[config.mk]
export PLATFORM = sky130hd
export DESIGN_NAME = cmp_sort_ctrl
export DESIGN_NICKNAME = d
export VERILOG_FILES = /design/src/rtl/cmp_sort_ctrl.sv
export SDC_FILE = /design/constraint.sdc
export NUM_CORES = 1
export LEC_CHECK = 0
export BUFFER_PORTS_ARGS = -buffer_cell sky130_fd_sc_hd__buf_2
export CAP_MARGIN = 20
export CORE_ASPECT_RATIO = 1.5
export CORE_MARGIN = 2
export CORE_UTILIZATION = 30
export CTS_CLUSTER_DIAMETER = 80
export DETAILED_ROUTE_END_ITERATION = 16
export GPL_TIMING_DRIVEN = 0
export SLEW_MARGIN = 20
export SYNTH_ARGS = -nofsm -noshare
export SYNTH_HDL_FRONTEND = slang
export SYNTH_SLANG_ARGS = --single-unit
export TNS_END_PERCENT = 100
[constraint.sdc]
create_clock -name clk -period 2.6 [get_ports clk]
set_clock_uncertainty 0.05 [all_clocks]
set_input_delay 0.52 -clock clk [delete_from_list [all_inputs] [get_ports clk]]
set_output_delay 0.52 -clock clk [all_outputs]
set_load 0.005 [all_outputs]
[src/rtl/cmp_sort_ctrl.sv]
// Bubble-sort controller for a small buffer that time-shares one external comparator.
// Values load through valid/ready, sort in place one compare per cycle, read back combinationally.
module cmp_sort_ctrl #(
  parameter int unsigned N = 4,
  parameter int unsigned W = 4
) (
  input  logic                 clk,
  input  logic                 rst,
  input  logic                 load_valid,
  input  logic [W-1:0]         load_data,
  output logic                 load_ready,
  input  logic                 start,
  output logic                 busy,
  output logic                 done,
  output logic [7:0]           swaps,
  input  logic [$clog2(N)-1:0] rd_idx,
  output logic [W-1:0]         rd_data,
  output logic [W-1:0]         cmp_a,
  output logic [W-1:0]         cmp_b,
  input  logic                 cmp_gtA,
  input  logic                 cmp_gtB,
  input  logic                 cmp_eq,
  output logic                 cmp_err
);

  localparam int unsigned IW = $clog2(N);
  localparam int unsigned CW = $clog2(N + 1);

  typedef enum logic [1:0] {StIdle, StSort, StDone} state_e;

  state_e              state_q, state_d;
  logic [N-1:0][W-1:0] mem_q, mem_d;
  logic [CW-1:0]       count_q, count_d;
  logic [IW-1:0]       p_q, p_d, i_q, i_d;
  logic [IW-1:0]       i_nxt, last_i;
  logic                flag_q, flag_d, flag_now;
  logic [7:0]          swaps_q, swaps_d;
  logic                err_q, err_d;
  logic                full;

  assign full   = (count_q == CW'(N));
  assign i_nxt  = i_q + IW'(1);
  // Each pass settles one more entry at the top, so the last index shrinks with p.
  assign last_i = IW'(N - 2) - p_q;

  always_comb begin
    state_d    = state_q;
    mem_d      = mem_q;
    count_d    = count_q;
    p_d        = p_q;
    i_d        = i_q;
    flag_d     = flag_q;
    swaps_d    = swaps_q;
    err_d      = err_q;
    flag_now   = flag_q;
    load_ready = 1'b0;
    busy       = 1'b0;
    done       = 1'b0;
    cmp_a      = '0;
    cmp_b      = '0;

    case (state_q)
      StIdle: begin
        load_ready = !full;
        // A load in the same cycle as start wins; start is dropped.
        if (load_valid && !full) begin
          mem_d[count_q[IW-1:0]] = load_data;
          count_d                = count_q + CW'(1);
        end else if (start && full) begin
          swaps_d = '0;
          p_d     = '0;
          i_d     = '0;
          flag_d  = 1'b0;
          state_d = StSort;
        end
      end

      StSort: begin
        busy  = 1'b1;
        cmp_a = mem_q[i_q];
        cmp_b = mem_q[i_nxt];
        if (!$onehot({cmp_gtA, cmp_gtB, cmp_eq})) begin
          err_d = 1'b1;
        end
        if (cmp_gtA) begin
          mem_d[i_q]   = mem_q[i_nxt];
          mem_d[i_nxt] = mem_q[i_q];
          if (swaps_q != 8'hFF) begin
            swaps_d = swaps_q + 8'd1;
          end
          flag_now = 1'b1;
        end
        if (i_q == last_i) begin
          if (!flag_now || (p_q == IW'(N - 2))) begin
            state_d = StDone;
          end else begin
            p_d    = p_q + IW'(1);
            i_d    = '0;
            flag_d = 1'b0;
          end
        end else begin
          i_d    = i_nxt;
          flag_d = flag_now;
        end
      end

      StDone: begin
        done    = 1'b1;
        count_d = '0;
        state_d = StIdle;
      end

      default: state_d = StIdle;
    endcase
  end

  always_ff @(posedge clk or posedge rst) begin
    if (rst) begin
      state_q <= StIdle;
      mem_q   <= '0;
      count_q <= '0;
      p_q     <= '0;
      i_q     <= '0;
      flag_q  <= 1'b0;
      swaps_q <= '0;
      err_q   <= 1'b0;
    end else begin
      state_q <= state_d;
      mem_q   <= mem_d;
      count_q <= count_d;
      p_q     <= p_d;
      i_q     <= i_d;
      flag_q  <= flag_d;
      swaps_q <= swaps_d;
      err_q   <= err_d;
    end
  end

  assign swaps   = swaps_q;
  assign cmp_err = err_q;

  // Out-of-range addresses only exist when N is not a power of two.
  if ((1 << IW) > N) begin : g_rd_guard
    assign rd_data = (int'(rd_idx) < int'(N)) ? mem_q[rd_idx] : '0;
  end else begin : g_rd_direct
    assign rd_data = mem_q[rd_idx];
  end

endmodule

== Word-level counts from Yosys, hierarchy flattened ==
Cells that the tools add are included.
W data, S select, Z words.

* Flip-flop bits (word level): 35
* Input port bits: 13
* Word-level logic and storage cells: 110

* Add/subtract/negate cells: 7
* Order comparisons: 7
* Equal/unequal tests: 16
* Muxes and demuxes: 50
* Bitwise logic cells: 1
* Reduce and logical (&&, ||, !) cells: 18

{| class="wikitable"
|+ Operator list
! operator !! number
|-
| $bwmux W16 || 3
|-
| $mux W16 || 2
|-
| $mux W4 || 8
|-
| $mux W8 || 4
|-
| $pmux W16 S2 || 1
|-
| $bmux W4 S2 || 3
|-
| $demux W4 S2 || 3
|-
| $mux W2 || 10
|-
| $ne A2 B2 Y1 const B || 8
|-
| $pmux W8 S2 || 1
|-
| $lt A2 B3 Y1 const B || 4
|-
| $pmux W2 S2 || 3
|-
| $reduce_and A5 Y1 || 2
|-
| $mux W1 || 9
|-
| $add A8 B1 Y8 const B || 1
|-
| $ne A8 B8 Y1 const B || 1
|-
| $reduce_and A4 Y1 || 2
|-
| $ge A2 B1 Y1 const B || 3
|-
| $pmux W3 S2 || 1
|-
| $logic_and A1 B1 Y1 || 5
|-
| $add A2 B1 Y2 const B || 2
|-
| $eq A2 B1 Y1 const B || 2
|-
| $eq A2 B2 Y1 const B || 2
|-
| $reduce_and A2 Y1 || 2
|-
| 15 further kinds || 17
|}

== Logic depth before layout (Yosys ltp) ==
Gate-level depths: netlist (run 1).

* Depth in word-level cells: 8
* Mapped depth: 8
* Gate-level depth less buffers: 6

== Least setup slack after synthesis (run 1) ==
OpenSTA, ideal clock, no wires.

* Path type: register to register
* Start: register i_q[0]
* End: register mem_q[14] in the netlist's numbering
* Setup time: 125 ps
* Data arrival time: 2229 ps
* Data required time: 2425 ps
* Slack: 197 ps
* Stages on the path, launching flop included: 9
* Cell sequence: dfrtp_1 buf_6 inv_1 ha_1 clkbuf_1 mux4_1 a221oi_1 nor2_1 mux2_2

* Longest elaborated chain between the ends: 8
* Elaborated cells on any way between the ends: 19
* Those cells by class: add/sub: 1; order compare: 4; mux: 12; reduce/logical: 2

{| class="wikitable"
|+ RTL lines
! item !! line !! source
|-
| start, declared || 34 || <nowiki>logic [IW-1:0] p_q, p_d, i_q, i_d;</nowiki>
|-
| start signal, assigned || 132 || <nowiki>i_q <= i_d;</nowiki>
|-
| $add A2 B1 Y2, or another cell as far along || 42 || <nowiki>assign i_nxt = i_q + IW'(1);</nowiki>
|-
| $lt A2 B3 Y1 (not written as such), or another cell as far along || 87 || <nowiki>mem_d[i_nxt] = mem_q[i_q];</nowiki>
|-
| $logic_and A1 B1 Y1 (not written as such) / $mux W4 (equally long branches) || 87, 86 ||
|-
| $mux W4 (not written as such) / $demux W4 S2 (equally long branches) || 87, 86 ||
|-
| $demux W4 S2 / $bwmux W16 (equally long branches) || 87, 86 ||
|-
| $bwmux W16 * || 87 ||
|-
| $mux W16 * || 85 || <nowiki>if (cmp_gtA) begin</nowiki>
|-
| $pmux W16 S2 * || 62 || <nowiki>case (state_q)</nowiki>
|-
| end signal, assigned || 129 || <nowiki>mem_q <= mem_d;</nowiki>
|-
| end, declared || 32 || <nowiki>logic [N-1:0][W-1:0] mem_q, mem_d;</nowiki>
|}

Every way passes the cells marked *; elsewhere a longest branch is shown, timed or not. The select of a mux whose other input is x is not followed.
A chain may end at the register's enable or synchronous reset.

== Final worst setup path (run 1) ==
* Start: register i_q[0]
* End: output port cmp_b[3]

* Longest elaborated chain between the ends: 4

{| class="wikitable"
|+ RTL lines
! item !! line !! source
|-
| $add A2 B1 Y2 || 42 ||
|-
| $bmux W4 S2 || 81 || <nowiki>cmp_b = mem_q[i_nxt];</nowiki>
|-
| $mux W4 (not written as such) || 81 ||
|-
| $mux W4 || 62 ||
|-
| end, declared || 19 || <nowiki>output logic [W-1:0] cmp_b,</nowiki>
|}

Every way passes these cells. The select of a mux whose other input is x is not followed.

==> results of run 1 <==
[cell type report]
class	count	area (um^2)
Sequential cell	35	877
Inverter	11	45.0
Clock inverter	3	15.0
Timing Repair Buffer	42	245
Fill cell	842	5250
Tap cell	107	134
Multi-Input combinational cell	196	1600
Clock buffer	5	125
Buffer	10	65.1
[state kept, by name (all words and copies together), names as in the netlist]
signal / cells
mem_q: 16
swaps: 8
count_q: 3
i_q: 2
p_q: 2
state_q: 2
cmp_err: 1
flag_q: 1
[per-stage QoR]
stage                     setup TNS [ns]  util (%)  hold WS [ns]  setup slack (ns)
after floorplan                        0         -         0.401             0.197
after global placement             -2.09      34.5         0.389            -0.256
after detailed placement           -2.23      34.8         0.397            -0.260
after CTS                              0      36.8         0.169           0.00952
after global routing                   0      37.2         0.177           0.00474
final                                  0      37.2         0.158             0.108
[path summary, 6_finish.rpt]
path,to,slack [ns],cells past startpoint
worst min register to register,cmp_err,0.40,1
max in group asynchronous,i_q[0],1.90,3
worst min-delay path,mem_q[15],0.16,2
min in group clk,cmp_err,0.40,1
worst max register to register,mem_q[6],0.13,7
worst max-delay path,cmp_b[3],0.11,7
[where the power goes]
group / internal (mW) / switching, mW
clock: 0.350 / 0.236
combinational: 1.26 / 1.43
sequential: 0.780 / 0.257
[logic make-up (layout without fill, tap and decap cells)]
group,after synthesis,in the layout,synth area share (%)
adders and majority gates,14,14,7.12
and+or+nand+nor,84,84,16.0
muxes,30,30,18.5
buffers and inverters,23,71,3.85
AOI/OAI and AO/OA,66,66,19.7
xor gates and xnor gates,2,2,0.682
DFF,35,35,34.1
[per-layer routing]
layer	up-vias	share of wire [%]	track usage, %
li1	1060	-	-
met1	1065	41	18.2
met2	69	51	26.4
met3	14	4.2	2.46
met4	0	3.1	7.87
met5	-	0	0
[placed cells by master, fill, tap and decap left out, types with 2 or more instances in the layout]
cell type	netlist	final
a211oi_1	4	4
dfrtp_1	35	34
mux2_2	14	14
xnor2_1	2	2
and2_1	7	7
a21o_1	2	2
buf_2	4	39
inv_2	0	2
o21a_1	2	2
a211oi_2	4	4
ha_1	13	12
nand2b_1	2	2
clkinv_2	0	3
nand2_1	31	31
o21ai_0	15	15
mux4_2	10	11
clkbuf_16	0	5
o32a_1	3	3
a31oi_1	5	5
nand3_1	8	8
buf_4	0	5
buf_1	3	3
clkbuf_1	4	2
a221oi_1	6	6
nor2b_1	3	3
nor2_1	17	16
and3_1	2	2
inv_1	11	8
a32oi_1	6	6
mux2i_1	4	4
nor3_1	3	3
nor4bb_1	2	2
and3b_1	2	2
a21oi_1	7	7
[repair_timing]
action	4_1_cts	5_1_grt
gates resized for setup	6	5
setup endpoints to repair	15	7
buffers inserted	3	2
pin swaps	1	1
==> metrics.txt, run 1 <==
area delta synth->final 21.1%; TritonCTS clock tree built; CP max FO 10; grt ovf 0; via count roughly 2200; Final min period between 2 and 2.5 ns; asr flop ratio synth between 90% and 100%; dpl cell area 2910 um^2; top cell type's share of synthesized area ~34%; cell area after layout around 3100 um^2; port bufs 36; Diodes inserted 0; Die X a little under 80 um; worst-margin pin slew approximately 0.69 ns; Cells after Synth 254; max-slew violations 0; Final Setup Violations 0; synth unique cells 52; Slowest cell on crit path dfrtp_2; Clock Pin Slew Worst Setup and Hold Paths approximately 0.060 ns; crit path cell chain buf_12 > clkinvlp_4 > ha_4 > mux2i_1 > mux2_2 > nor2_2 > buf_2; Hold Buf Count CTS 0; Sink Count 35; syn_area_per_cell 10.1 um^2; Setup crit start i_q[0]; initial antenna violation count 0; delay-heaviest family, CP buffers and inverters; Final Cycle Share a little over nine tenths; Max-cap violations 0; row cnt 41; Lkg Pwr 1.41 nW; total CTS buffers 5; hpwl dp about 5200 um; max incr delay on CP between 0.3 and 0.4 ns; wire length per cell 16.8 um; pwr dens around 1400 nW/um^2; global placement routability congestion between 0.8 and 0.9; IO Count 37; final hold violations 0; warning count from the yosys run 0; Worst-Skew Late Latency about 0.28 ns; Final nets about 330; peak supply drop just under 0.0005 V; run status finished clean; Die Y 117 um; Pwr Total roughly 4.3 mW; Post-synth EDFFs 0; Iter 0 DRT Violations a little over 100; CORE AREA between 8000 and 9000 um^2; # DRC 0; RSZ-0062 raised after global routing false; post-synth top area cell dfrtp_1; DP Cell Count ~400; kind of critical path reg2out; vias in the first global route between 2000 and 2500; CP arrival 1.92 ns; reg2reg start count_q[0]; Critical path buffers and inverters 3; Initial Util a little under a third; HP Class in2async; largest net degree at the start of global routing 23; root buffer cell clkbuf_16; Slew headroom approximately 53%; GRT Overall Usage between 10% and 20%; post-synthesis net count roughly 280; Synth Cell Area between 2000 and 3000 um^2; H-Tree Depth 2; post-synthesis sequential area ratio around a third; die area a little over 9000 um^2; CTS Buffer Depth 2; layout cells sized above 1 31.5%; most frequent cell after synthesis dfrtp_1; Crit path required time 2.03 ns; Final ANT Viol Nets 0; CP endpoint kind output port; DRT Wirelength between 6000 and 7000 um; first-pass GRT wire length between 10000 and 15000 um; commonest cells in the netlist 35 x dfrtp_1, 31 x nand2_1, 17 x nor2_1, 15 x o21ai_0, 14 x mux2_2; register bit total from synthesis 35; 1st-pass router iterations 4; Fmax achieved between 400 and 500 MHz; post-route non-filler standard cell count 409; crit path launch type flip-flop; Top FF cell, synth dfrtp_1; synth top area cells dfrtp_1 34%, mux4_2 8.8%, ha_1 6.3%; via density per instance between 5 and 6
(Power assumes the default switching activity.)
==> inputs of run 2 (changes only) <==
--- a/config.mk
+++ b/config.mk
@@ -5,7 +5,7 @@
 export SDC_FILE = /design/constraint.sdc
 export NUM_CORES = 1
 export LEC_CHECK = 0
-export BUFFER_PORTS_ARGS = -buffer_cell sky130_fd_sc_hd__buf_2
+export BUFFER_PORTS_ARGS = -buffer_cell sky130_fd_sc_hd__clkbuf_2
 export CAP_MARGIN = 20
 export CORE_ASPECT_RATIO = 1.5
 export CORE_MARGIN = 2
==> run 2 against run 1 <==
  * Sequential share of layout area is 0.21 points higher
  * Final area decreased by 0.72%
  * Flip-flop and latch count is the same
  * Worst setup slack worse by 0.067 ns
  * Die area unchanged
  * Register-to-register slack lost 0.06 ns
  * Sequential power is essentially flat
  * Critical path type unchanged
  * Critical endpoint is now cmp_b[0]
  * Largest cell class unchanged
==> metrics.txt, run 2 (synthesized netlist as in run 1, its figures left out) <==
run status finished clean; hold_ws about 0.14 ns; worst reg2reg path depth 7; # DRC 0; die area a little over 9000 um^2; Iter 0 DRT Violations 132; GRT Overall Usage between 15 and 20%; most frequent cells in the layout 36 x clkbuf_2, 34 x dfrtp_1, 31 x nand2_1; CP max FO 10; layout cells sized above 1 around 30%; Crit path required time between 2 and 2.5 ns; Pwr Total between 4 and 5 mW; worst-margin pin slew about 0.73 ns; total CTS buffers 5; grt ovf 0; CP arrival 1.99 ns; port bufs 36; Hold Buf Count CTS 0; most common cell after layout, fill and taps aside clkbuf_2; kind of critical path reg2out; Final nets ~330; pwr dens between 1000 and 1500 nW/um^2; wire length per cell about 17 um; largest register by flop count mem_q; HP Class in2async; via count 2219; first-pass GRT wire length ~11000 um; RSZ-0062 raised after global routing true; max FFs per register 16; footprint of the multi-input gates about 1600 um^2; max-slew violations 0; area delta synth->final 20.3%; Critical Path End cmp_b[0]; Clock Pin Slew Worst Setup and Hold Paths 0.05 ns; Max-cap violations 0; TritonCTS clock tree built; CP endpoint kind output port; IO Count 37; global placement routability congestion between 0.8 and 0.9; Final Cycle Share approximately 98%; Layout fillers 865; peak supply drop 0.000470 V; Slew headroom slightly above 50%; DRT Wirelength about 6900 um; final hold violations 0; crit path launch type flip-flop; root buffer cell clkbuf_16; Die Y around 120 um; 1st-pass router iterations 4; post-layout util between 30% and 40%; Lkg Pwr 1.40 nW; largest net degree at the start of global routing 23; CTS Buffer Depth 2; CORE AREA roughly 8400 um^2; reg2reg start i_q[0]; register area roughly 900 um^2; Worst-Skew Late Latency roughly 0.28 ns; capture point of the worst reg-to-reg path mem_q[8]; hpwl dp between 5000 and 6000 um; Final min period ~2.6 ns; row cnt a little over 40; Fmax achieved just under 400 MHz; Final Setup Violations 0; Setup crit start i_q[0]; vias in the first global route ~2100; Initial Util between 30% and 40%; H-Tree Depth 2; Register-to-Register Setup Slack 0.07 ns; Diodes inserted 0; Die X about 80 um; Final TNS setup 0 ns; Sink Count 35; initial antenna violation count 0; via density per instance 5.44; Final ANT Viol Nets 0
[run 2: changes by cell type in the layout (fill, tap and decap cells not counted)]
cell        previous run  this run
nor2_1                16        17
clkbuf_2               0        36
buf_12                 1         0
buf_4                  5         4
nor2_2                 1         0
clkinvlp_4             1         0
buf_6                  1         2
inv_1                  8         9
buf_2                 39         3
[run 2: critical path, stage by stage (launching register included)]
cell,delay [ns]
dfrtp_2,0.38
buf_6,0.17
inv_1,0.13
ha_4,0.36
mux4_2,0.38
and2_1,0.18
clkbuf_2,0.10
[run 2: what timing repair did]
action                     in CTS  in global routing
gates resized for setup         6                  1
buffers inserted                1                  3
pin swaps                       2                  1
setup endpoints to repair      15                  8
[run 2: how the worst min path moves through the flow]
stage,start,to,slack (ns),depth (start not counted)
floorplan,cmp_err,cmp_err,0.40,1
finish,rst,mem_q[15],0.14,2
global placement,cmp_err,cmp_err,0.39,1
CTS,rst,mem_q[1],0.16,2
detailed placement,cmp_err,cmp_err,0.39,1
global route,rst,mem_q[15],0.17,2
[run 2: final cells by class]
type,instances,area share [%]
plain buffers,10,1.82
clock buffers,5,4.05
clock inverters,3,0.486
inverters,11,1.34
multi-input cells,196,51.9
flip-flops and latches,35,28.4
well taps,107,4.34
repair buffers,41,7.70
[run 2: power breakdown]
| part | internal (mW) | switching, mW | total (mW) |
|---|---|---|---|
| logic | 1.23 | 1.42 | 2.65 |
| registers | 0.781 | 0.258 | 1.04 |
| clock network | 0.349 | 0.232 | 0.582 |
[run 2: per-layer routing]
| layer | up-vias | GRT usage (%) | share of wire, % |
|---|---|---|---|
| met5 | - | 0 | 0 |
| met4 | 0 | 4.31 | 1.7 |
| met3 | 10 | 2.31 | 4.1 |
| met2 | 61 | 27.3 | 54 |
| met1 | 1091 | 18.9 | 41 |
| li1 | 1057 | - | - |
[run 2: stage by stage]
stage	std cells	setup slack [ns]	cell area, um^2
2_1_floorplan	254	0.197	2570
3_3_place_gp	397	-0.246	2880
3_5_place_dp	398	-0.236	2910
4_1_cts	405	0.00853	3060
5_1_grt	408	-0.0638	3090
6_report	408	0.0411	3090
